--- src/rtl/glitch_sweep.sv ---
// Parameter-sweep scheduler feeding the glitch engine's command FIFO.
// Steps a (delay, width) grid, fires one attempt per FIFO fill and samples the target hit flag.
module glitch_sweep #(
    parameter int FIFO_DEPTH = 4,
    parameter int SETTLE_W   = 16,
    parameter int REPEAT_W   = 8
) (
    input  logic                clk_in,
    input  logic                rst,
    input  logic                start,
    input  logic                abort,
    input  logic [15:0]         delay_start,
    input  logic [15:0]         delay_stop,
    input  logic [15:0]         delay_step,
    input  logic [7:0]          width_start,
    input  logic [7:0]          width_stop,
    input  logic [7:0]          width_step,
    input  logic [7:0]          mode,
    input  logic [REPEAT_W-1:0] repeats,
    input  logic [SETTLE_W-1:0] settle,
    input  logic                hit,
    input  logic                fifo_full,
    input  logic                glitch_ready,
    output logic                fifo_we,
    output logic [31:0]         fifo_data,
    output logic                busy,
    output logic                done,
    output logic                hit_found,
    output logic [15:0]         cur_delay,
    output logic [7:0]          cur_width,
    output logic [31:0]         attempt_cnt
);

    localparam int IDX_W = (FIFO_DEPTH > 1) ? $clog2(FIFO_DEPTH) : 1;
    localparam logic [IDX_W-1:0] LAST_IDX = IDX_W'(FIFO_DEPTH - 1);

    localparam logic [2:0] S_IDLE   = 3'd0;
    localparam logic [2:0] S_LOAD   = 3'd1;
    localparam logic [2:0] S_ARM    = 3'd2;
    localparam logic [2:0] S_RUN    = 3'd3;
    localparam logic [2:0] S_SETTLE = 3'd4;
    localparam logic [2:0] S_STEP   = 3'd5;
    localparam logic [2:0] S_DONE   = 3'd6;

    logic [2:0]          state;
    logic [IDX_W-1:0]    word_idx;
    logic [REPEAT_W-1:0] rep_cnt;
    logic [SETTLE_W-1:0] settle_cnt;
    logic                abort_pend;

    logic [15:0]         delay_stop_q;
    logic [15:0]         delay_step_q;
    logic [7:0]          width_start_q;
    logic [7:0]          width_stop_q;
    logic [7:0]          width_step_q;
    logic [7:0]          mode_q;
    logic [REPEAT_W-1:0] repeats_q;
    logic [SETTLE_W-1:0] settle_q;

    logic [REPEAT_W:0]   rep_next;
    logic [REPEAT_W:0]   rep_limit;
    logic                rep_more;
    logic [7:0]          width_inc;
    logic [8:0]          width_next;
    logic                width_ok;
    logic [15:0]         delay_inc;
    logic [16:0]         delay_next;
    logic                delay_ok;

    // FIFO handshake: a word is transferred on every rising edge where fifo_we=1;
    // fifo_we is only raised while LOAD has words left and the FIFO reports room (fifo_full=0).
    assign fifo_we = (state == S_LOAD) && !fifo_full;
    assign busy    = (state != S_IDLE) && (state != S_DONE);
    assign done    = (state == S_DONE);

    always_comb begin
        fifo_data = 32'h0;
        if (fifo_we && (word_idx == '0)) begin
            fifo_data = {cur_delay, cur_width, mode_q};
        end
    end

    // Axis advance is done one bit wider so a carry past the top of the range ends the axis.
    always_comb begin
        rep_next   = {1'b0, rep_cnt} + {{REPEAT_W{1'b0}}, 1'b1};
        rep_limit  = (repeats_q == '0) ? {{REPEAT_W{1'b0}}, 1'b1} : {1'b0, repeats_q};
        rep_more   = rep_next < rep_limit;
        width_inc  = (width_step_q == 8'd0) ? 8'd1 : width_step_q;
        width_next = {1'b0, cur_width} + {1'b0, width_inc};
        width_ok   = !width_next[8] && (width_next[7:0] <= width_stop_q);
        delay_inc  = (delay_step_q == 16'd0) ? 16'd1 : delay_step_q;
        delay_next = {1'b0, cur_delay} + {1'b0, delay_inc};
        delay_ok   = !delay_next[16] && (delay_next[15:0] <= delay_stop_q);
    end

    always_ff @(posedge clk_in) begin
        if (rst) begin
            state         <= S_IDLE;
            word_idx      <= '0;
            rep_cnt       <= '0;
            settle_cnt    <= '0;
            abort_pend    <= 1'b0;
            hit_found     <= 1'b0;
            cur_delay     <= 16'd0;
            cur_width     <= 8'd0;
            attempt_cnt   <= 32'd0;
            delay_stop_q  <= 16'd0;
            delay_step_q  <= 16'd0;
            width_start_q <= 8'd0;
            width_stop_q  <= 8'd0;
            width_step_q  <= 8'd0;
            mode_q        <= 8'd0;
            repeats_q     <= '0;
            settle_q      <= '0;
        end else begin
            case (state)
                S_IDLE: begin
                    if (start) begin
                        delay_stop_q  <= delay_stop;
                        delay_step_q  <= delay_step;
                        width_start_q <= width_start;
                        width_stop_q  <= width_stop;
                        width_step_q  <= width_step;
                        mode_q        <= mode;
                        repeats_q     <= repeats;
                        settle_q      <= settle;
                        cur_delay     <= delay_start;
                        cur_width     <= width_start;
                        hit_found     <= 1'b0;
                        attempt_cnt   <= 32'd0;
                        rep_cnt       <= '0;
                        word_idx      <= '0;
                        abort_pend    <= 1'b0;
                        state         <= S_LOAD;
                    end
                end
                S_LOAD: begin
                    // Abort is deferred so the FIFO is never left half filled.
                    if (abort) begin
                        abort_pend <= 1'b1;
                    end
                    if (fifo_we) begin
                        if (word_idx == LAST_IDX) begin
                            word_idx    <= '0;
                            attempt_cnt <= attempt_cnt + 32'd1;
                            state       <= S_ARM;
                        end else begin
                            word_idx <= word_idx + 1'b1;
                        end
                    end
                end
                S_ARM: begin
                    if (abort) begin
                        abort_pend <= 1'b1;
                    end
                    if (!glitch_ready) begin
                        state <= S_RUN;
                    end
                end
                S_RUN: begin
                    if (abort) begin
                        abort_pend <= 1'b1;
                    end
                    if (glitch_ready) begin
                        settle_cnt <= settle_q;
                        state      <= S_SETTLE;
                    end
                end
                S_SETTLE: begin
                    if (hit) begin
                        hit_found <= 1'b1;
                        state     <= S_DONE;
                    end else if (abort || abort_pend) begin
                        state <= S_DONE;
                    end else if (settle_cnt <= SETTLE_W'(1)) begin
                        state <= S_STEP;
                    end else begin
                        settle_cnt <= settle_cnt - 1'b1;
                    end
                end
                S_STEP: begin
                    if (abort) begin
                        state <= S_DONE;
                    end else if (rep_more) begin
                        rep_cnt <= rep_next[REPEAT_W-1:0];
                        state   <= S_LOAD;
                    end else begin
                        rep_cnt <= '0;
                        if (width_ok) begin
                            cur_width <= width_next[7:0];
                            state     <= S_LOAD;
                        end else begin
                            cur_width <= width_start_q;
                            if (delay_ok) begin
                                cur_delay <= delay_next[15:0];
                                state     <= S_LOAD;
                            end else begin
                                state <= S_DONE;
                            end
                        end
                    end
                end
                S_DONE: begin
                    abort_pend <= 1'b0;
                    state      <= S_IDLE;
                end
                default: begin
                    state <= S_IDLE;
                end
            endcase
        end
    end

endmodule

--- config.mk ---
export PLATFORM = sky130hd
export DESIGN_NAME = glitch_sweep
export DESIGN_NICKNAME = d
export VERILOG_FILES = /design/src/rtl/glitch_sweep.sv
export SDC_FILE = /design/constraint.sdc
export NUM_CORES = 1
export LEC_CHECK = 0
export CELL_PAD_IN_SITES_DETAIL_PLACEMENT = 0
export CELL_PAD_IN_SITES_GLOBAL_PLACEMENT = 2
export CORE_MARGIN = 1
export CORE_UTILIZATION = 26
export DETAILED_ROUTE_END_ITERATION = 7
export HOLD_SLACK_MARGIN = 0.12
export PLACE_DENSITY_LB_ADDON = 0.1
export RECOVER_POWER = 25
export SETUP_SLACK_MARGIN = 0.5
export SYNTH_ARGS = -nofsm -noshare
export SYNTH_HDL_FRONTEND = slang
export SYNTH_SLANG_ARGS = --single-unit
--- constraint.sdc ---
create_clock -name clk_in -period 4.4 [get_ports clk_in]
set_clock_uncertainty 0.1 [all_clocks]
set_input_delay 0.44 -clock clk_in [delete_from_list [all_inputs] [get_ports clk_in]]
set_output_delay 0.44 -clock clk_in [all_outputs]
set_load 0.005 [all_outputs]
======== Yosys cells after proc, flatten, opt, wreduce, memory -nomap -nowiden ========
Index checks and enable logic that the tools add are counted.
word-level totals
  word-level logic and storage cells ...... 131
  register bits after elaboration ......... 175
cells by class
  $add $sub $neg .......................... 6
  magnitude comparators ................... 4
  multiplexer cells ....................... 50
  reductions and logical operators ........ 31
  equal/unequal tests ..................... 23
operators by type and width
  kind                   number
  $mux 16                10
  $mux 32                4
  $mux 8                 9
  $pmux 16 s2            2
  $pmux 32 s2            1
  $mux 3                 12
  $add 32x1->32 const B  1
  $pmux 8 s2             2
  $ne 2x2->1 const B     12
  $pmux 3 s6             1
  $add 16x16->17         1
  $le 16x1->1 const B    1
  $le 16x16->1           1
  $logic_not 16->1       1
  $logic_not 8->1        2
  $sub 16x1->16 const B  1
  $reduce_and 3->1       4
  $reduce_and 6->1       2
  $add 8x1->9 const B    1
  $add 8x8->9            1
  $eq 3x3->1 const B     3
  $lt 9x8->1             1
  $le 8x8->1             1
  $reduce_and 4->1       2
  22 further kinds       38

======== Depth between registers and ports, before layout ========
  depth after elaboration ................. 10
  depth in mapped cells ................... 22
  depth with buffers taken out ............ 21

======== Worst setup path before layout ========
No wires, ideal clock.
  kind .................................... reg-to-reg
  start ................................... reg delay_step_q[8]
  end ..................................... reg cur_delay[13]
  cell stages (with the launch flop) ...... 22
  path buffers ............................ 1
  period minus slack after synthesis ...... 4.176 ns
  arrival time ............................ 3.950 ns
  slack ................................... 0.224 ns
  setup time .............................. 0.126 ns
  cell sequence ........................... dfxtp_1 nor4_1 a41o_1 ha_1 inv_1 fa_1 nor2b_1 o31a_1 o211ai_1 and2_1 o31ai_1 xor2_1 ha_1 nand4_1 nor4_1 a21bo_2 o211ai_1 a21oi_1 a41o_1 buf_2 o21ai_0 a31oi_1
on the way
  longest elaborated chain between the ends .. 8
  elaborated cells on any way between the ends .. 13
  those cells by class .................... 1 x add/sub; 1 x order compare; 1 x eq/ne; 6 x mux; 4 x reduce/logical
RTL lines
  element                                                               RTL line  RTL
  start: declaration                                                    52        logic [15:0] delay_step_q;
  start signal: assignment                                              120       delay_step_q <= delay_step;
  $logic_not 16->1                                                      91        delay_inc = (delay_step_q == 16'd0) ? 16'd1 : delay_step_q;
  $mux 16 *                                                             91
  $add 16x16->17 *                                                      92        delay_next = {1'b0, cur_delay} + {1'b0, delay_inc};
  parallel branches: the longest is 5 deep, another holds $le 16x16->1  --
  end signal: assignment                                                127       cur_delay <= delay_start;
  end signal: assignment                                                195       cur_delay <= delay_next[15:0];
  end: declaration                                                      29        output logic [15:0] cur_delay,
Mark *: on every way between the ends. The select of a mux whose other input is x is not followed.
A chain may end at the register's enable or synchronous reset.

======== Worst setup path in the final report ========
  start ................................... reg delay_step_q[8]
  end ..................................... reg cur_delay[5]
The elaborated chain is that of the path after synthesis.

==> summary.md <==
| Metric | Value |
|---|---|
| Status | complete, but fails checks |
| Failing checks | DRC, setup timing |
| Critical path class | reg2reg |
| Setup WS pre-CTS | -0.149 ns |
| Buffers on Ports | 202 |
| Vias in the first global route | 9243 |
| First-pass GRT wire length | 51300 µm |
| Crit share post-route | 104% |
| Number of synthesized flops with an enable pin | 0 |
| H-tree depth | 4 |
| Initial antenna violation count | 0 |
| Worst setup EP type | register |
| Die Wd | 194 µm |
| Max Slew Vio Count | 0 |
| Hold violation total from the final report | 0 |
| Pwr per Cell Area | 335 nW/µm² |
| Pre-antenna DRT Iters | 6 |
| Effective utilization at floorplan | 26.4% |
| Residual DRC count | 2 |
| Final instance area | 13300 µm² |
| Storage element area | 3530 µm² |
| # fillers | 3907 |
| Detailed router's first-iteration violation count | 325 |
| RePlAce Congestion | 0.795 |
| Synth async-reset ratio | 0% |
| DP Area | 12300 µm² |
| Die Area | 37800 µm² |
| VDD IR max | 239 µV |
| Slew HR | 24.4% |
| Worst Tran Pin Value | 1.13 ns |
| Synth Area per Inst | 7.62 µm² |
| Die height | 194 µm |
| Routed WL | 32400 µm |
| Final setup violating endpoints | 18 |
| Root Buffer | clkbuf_16 |
| Clock buffer count from CTS | 17 |
| Pin count of the biggest net entering global routing | 53 |
| Fin util | 36.3% |
| Clock latency reported for the late side of the worst-skew pair | 0.44 ns |
| Hold slack | 0.330 ns |
| Maximum capacitance violations | 0 |
| Max clock buf depth | 2 |
| #FFs+latches synth | 175 |
| RSZ-0062 raised after global routing | true |
| Syn. warnings | 0 |
| WP data arrival | 4.84 ns |
| CORE AREA | 36500 µm² |
| Lkg Pwr | 0.00536 µW |
| Post-synth top flop | dfxtp_1 |
| Share of layout cells above drive strength 1 | 10.8% |
| Post-Syn Area | 9630 µm² |
| Peak Freq | 0.218 GHz |
| Wirelength per Cell | 16.7 µm |
| GRT Total Usage | 17.3% |
| Hold_buf cts | 0 |
| TritonCTS clock tree | done |
| Top-level I/O count | 203 |
| Detail Route Antenna Nets | 0 |
| Register area share after synthesis | 36.4% |
| Distinct cell type count after synthesis | 62 |
| Clock sinks | 175 |
| Maximum fanout along the worst path | 15 |
| Worst min path class | in2reg |
| Vias post-DR | 9203 |
| Syn Nets | 1437 |
| Worst EP required | 4.65 ns |
| Row cnt | 70 |
| Multi-input gate area | 5910 µm² |
| CTS clk-pin slew, worst paths | 0.07 ns |
| Min Tclk post-route | 4.59 ns |
| Worst setup SP type | register |
| Hpwl dp | 23800 µm |
| Vias per cell | 4.75 |
| Mapped Cells | 1263 |
| Fin worst setup slack | -0.186 ns |
| Synthesis-to-layout area growth | 37.9% |
| Nets | 1630 |
| GRT overflow | 0 |
[what timing repair did]
item / CTS / global route
cloned: 0 / 2
buffers inserted: 2 / 2
gates resized for setup: 25 / 50
pin swaps: 18 / 38
setup endpoints to repair: 27 / 27
[worst max-delay path, cell delays in order, from the launching register on]
cell and delay [ns]:
dfxtp_2 0.34, nor4_4 0.27, a41o_1 0.22, ha_2 0.19, inv_2 0.04, fa_2 0.34
nor2b_2 0.13, o31a_1 0.19, o211ai_1 0.15, and2_4 0.20, o31ai_4 0.17, xor2_1 0.11
ha_1 0.33, nand4_1 0.16, nor4_2 0.33, a21bo_2 0.26, o211ai_1 0.11, a21oi_2 0.14
a41o_4 0.32, clkbuf_16 0.20, a311oi_2 0.21
[cell families after synthesis]
kind of cell | synth area share [%]
buffers and inverters | 5.52
and+or+nand+nor | 25.3
AOI/OAI and AO/OA | 19.1
muxes | 1.16
xor gates and xnor gates | 4.19
adders and majority gates | 8.35
DFF | 36.4
[path summary, 6_finish.rpt]
path	from	slack, ns	to	cells past startpoint
setup / recovery	delay_step_q[8]$_SDFFE_PP0P_	-0.19	cur_delay[5]$_SDFFE_PP0P_	20
hold reg to reg	mode_q[3]$_SDFFE_PP0P_	0.35	mode_q[3]$_SDFFE_PP0P_	2
setup reg to reg	delay_step_q[8]$_SDFFE_PP0P_	-0.19	cur_delay[5]$_SDFFE_PP0P_	20
hold / removal	rst	0.33	settle_cnt[6]$_SDFFE_PP0P_	2
[metrics by stage]
stage,power (µW),TNS [ns],std cells
6_report,4450,-2.63,1937
5_1_grt,4730,-7.84,1936
4_1_cts,4460,-0.941,1932
3_5_place_dp,2840,-1.86,1899
3_3_place_gp,2840,-0.817,1899
2_1_floorplan,2370,0,1263
[registers in the layout, indices dropped and copies added (netlist names)]
register	count
width_stop_q	8
cur_width	8
mode_q	8
attempt_cnt	32
state	3
settle_cnt	16
width_step_q	8
delay_stop_q	16
rep_cnt	8
repeats_q	8
abort_pend	1
width_start_q	8
settle_q	16
word_idx	2
hit_found	1
cur_delay	16
delay_step_q	16
[cells in the mapped netlist (4+ instances only)]
| cell | instances | area share, % |
|---|---|---|
| a2111oi_0 | 4 | 0.36 |
| a211o_1 | 8 | 0.73 |
| a211oi_1 | 12 | 0.94 |
| a21o_1 | 8 | 0.62 |
| a21oi_1 | 147 | 7.6 |
| a22oi_1 | 10 | 0.78 |
| a311oi_1 | 13 | 1.2 |
| a31oi_1 | 4 | 0.26 |
| and2_1 | 9 | 0.58 |
| and3_1 | 47 | 3.1 |
| buf_2 | 5 | 0.26 |
| clkbuf_1 | 75 | 2.9 |
| dfxtp_1 | 175 | 36 |
| ha_1 | 61 | 7.9 |
| inv_1 | 49 | 1.9 |
| mux2i_1 | 10 | 1.0 |
| nand2_1 | 268 | 10 |
| nand2b_1 | 7 | 0.45 |
| nand3_1 | 26 | 1.4 |
| nand3b_1 | 5 | 0.39 |
| nand4_1 | 10 | 0.65 |
| nor2_1 | 100 | 3.9 |
| nor2b_1 | 12 | 0.78 |
| nor3_1 | 19 | 0.99 |
| nor4_1 | 8 | 0.52 |
| o211ai_1 | 7 | 0.55 |
| o21a_1 | 9 | 0.70 |
| o21ai_0 | 41 | 2.1 |
| o22ai_1 | 4 | 0.26 |
| o31ai_1 | 5 | 0.39 |
| or3_1 | 12 | 0.78 |
| xnor2_1 | 19 | 1.7 |
| xor2_1 | 27 | 2.5 |
[cells in the final DEF (no fill, tap or decap), drive strengths merged, types with 8 or more instances in the layout]
| master | n |
|---|---|
| o21ai | 44 |
| mux2i | 10 |
| a21oi | 148 |
| ha | 61 |
| xnor2 | 19 |
| nand3 | 26 |
| nor2 | 100 |
| and2 | 9 |
| dfxtp | 175 |
| nor3 | 19 |
| a311oi | 13 |
| a22oi | 10 |
| buf | 52 |
| dlygate4sd3 | 53 |
| clkdlybuf4s50 | 148 |
| o21a | 9 |
| a211oi | 12 |
| or3 | 12 |
| nor2b | 12 |
| nand4 | 10 |
| nand2 | 269 |
| inv | 49 |
| nor4 | 8 |
| a21o | 8 |
| and3 | 47 |
| a211o | 8 |
| xor2 | 27 |
| clkbuf | 31 |
[layer usage]
layer | up-vias | track usage, % | part of all wire (%)
li1 | 4732 | - | -
met1 | 4302 | 22.7 | 49
met2 | 146 | 28.9 | 47
met3 | 23 | 3.28 | 2.9
met4 | 0 | 4.32 | 1.3
met5 | - | 0 | 0
[power by group]
part / switching [µW] / leakage [µW] / total (µW) / internal [µW]
logic: 608 / 0.00365 / 1160 / 548
registers: 78.9 / 0.00143 / 1750 / 1670
clock network: 659 / 0.000271 / 1540 / 880
[area by class of cell]
| cell class | instances | share of cell area [%] |
|---|---|---|
| multi-input combinational | 954 | 44.5 |
| sequential | 175 | 26.6 |
| timing repair buffer | 258 | 18.8 |
| tap | 468 | 4.41 |
| clock buffer | 26 | 3.69 |
| inverter | 50 | 1.41 |
| clock inverter | 5 | 0.603 |
| antenna | 1 | 0.0189 |
(Power assumes the default switching activity.)
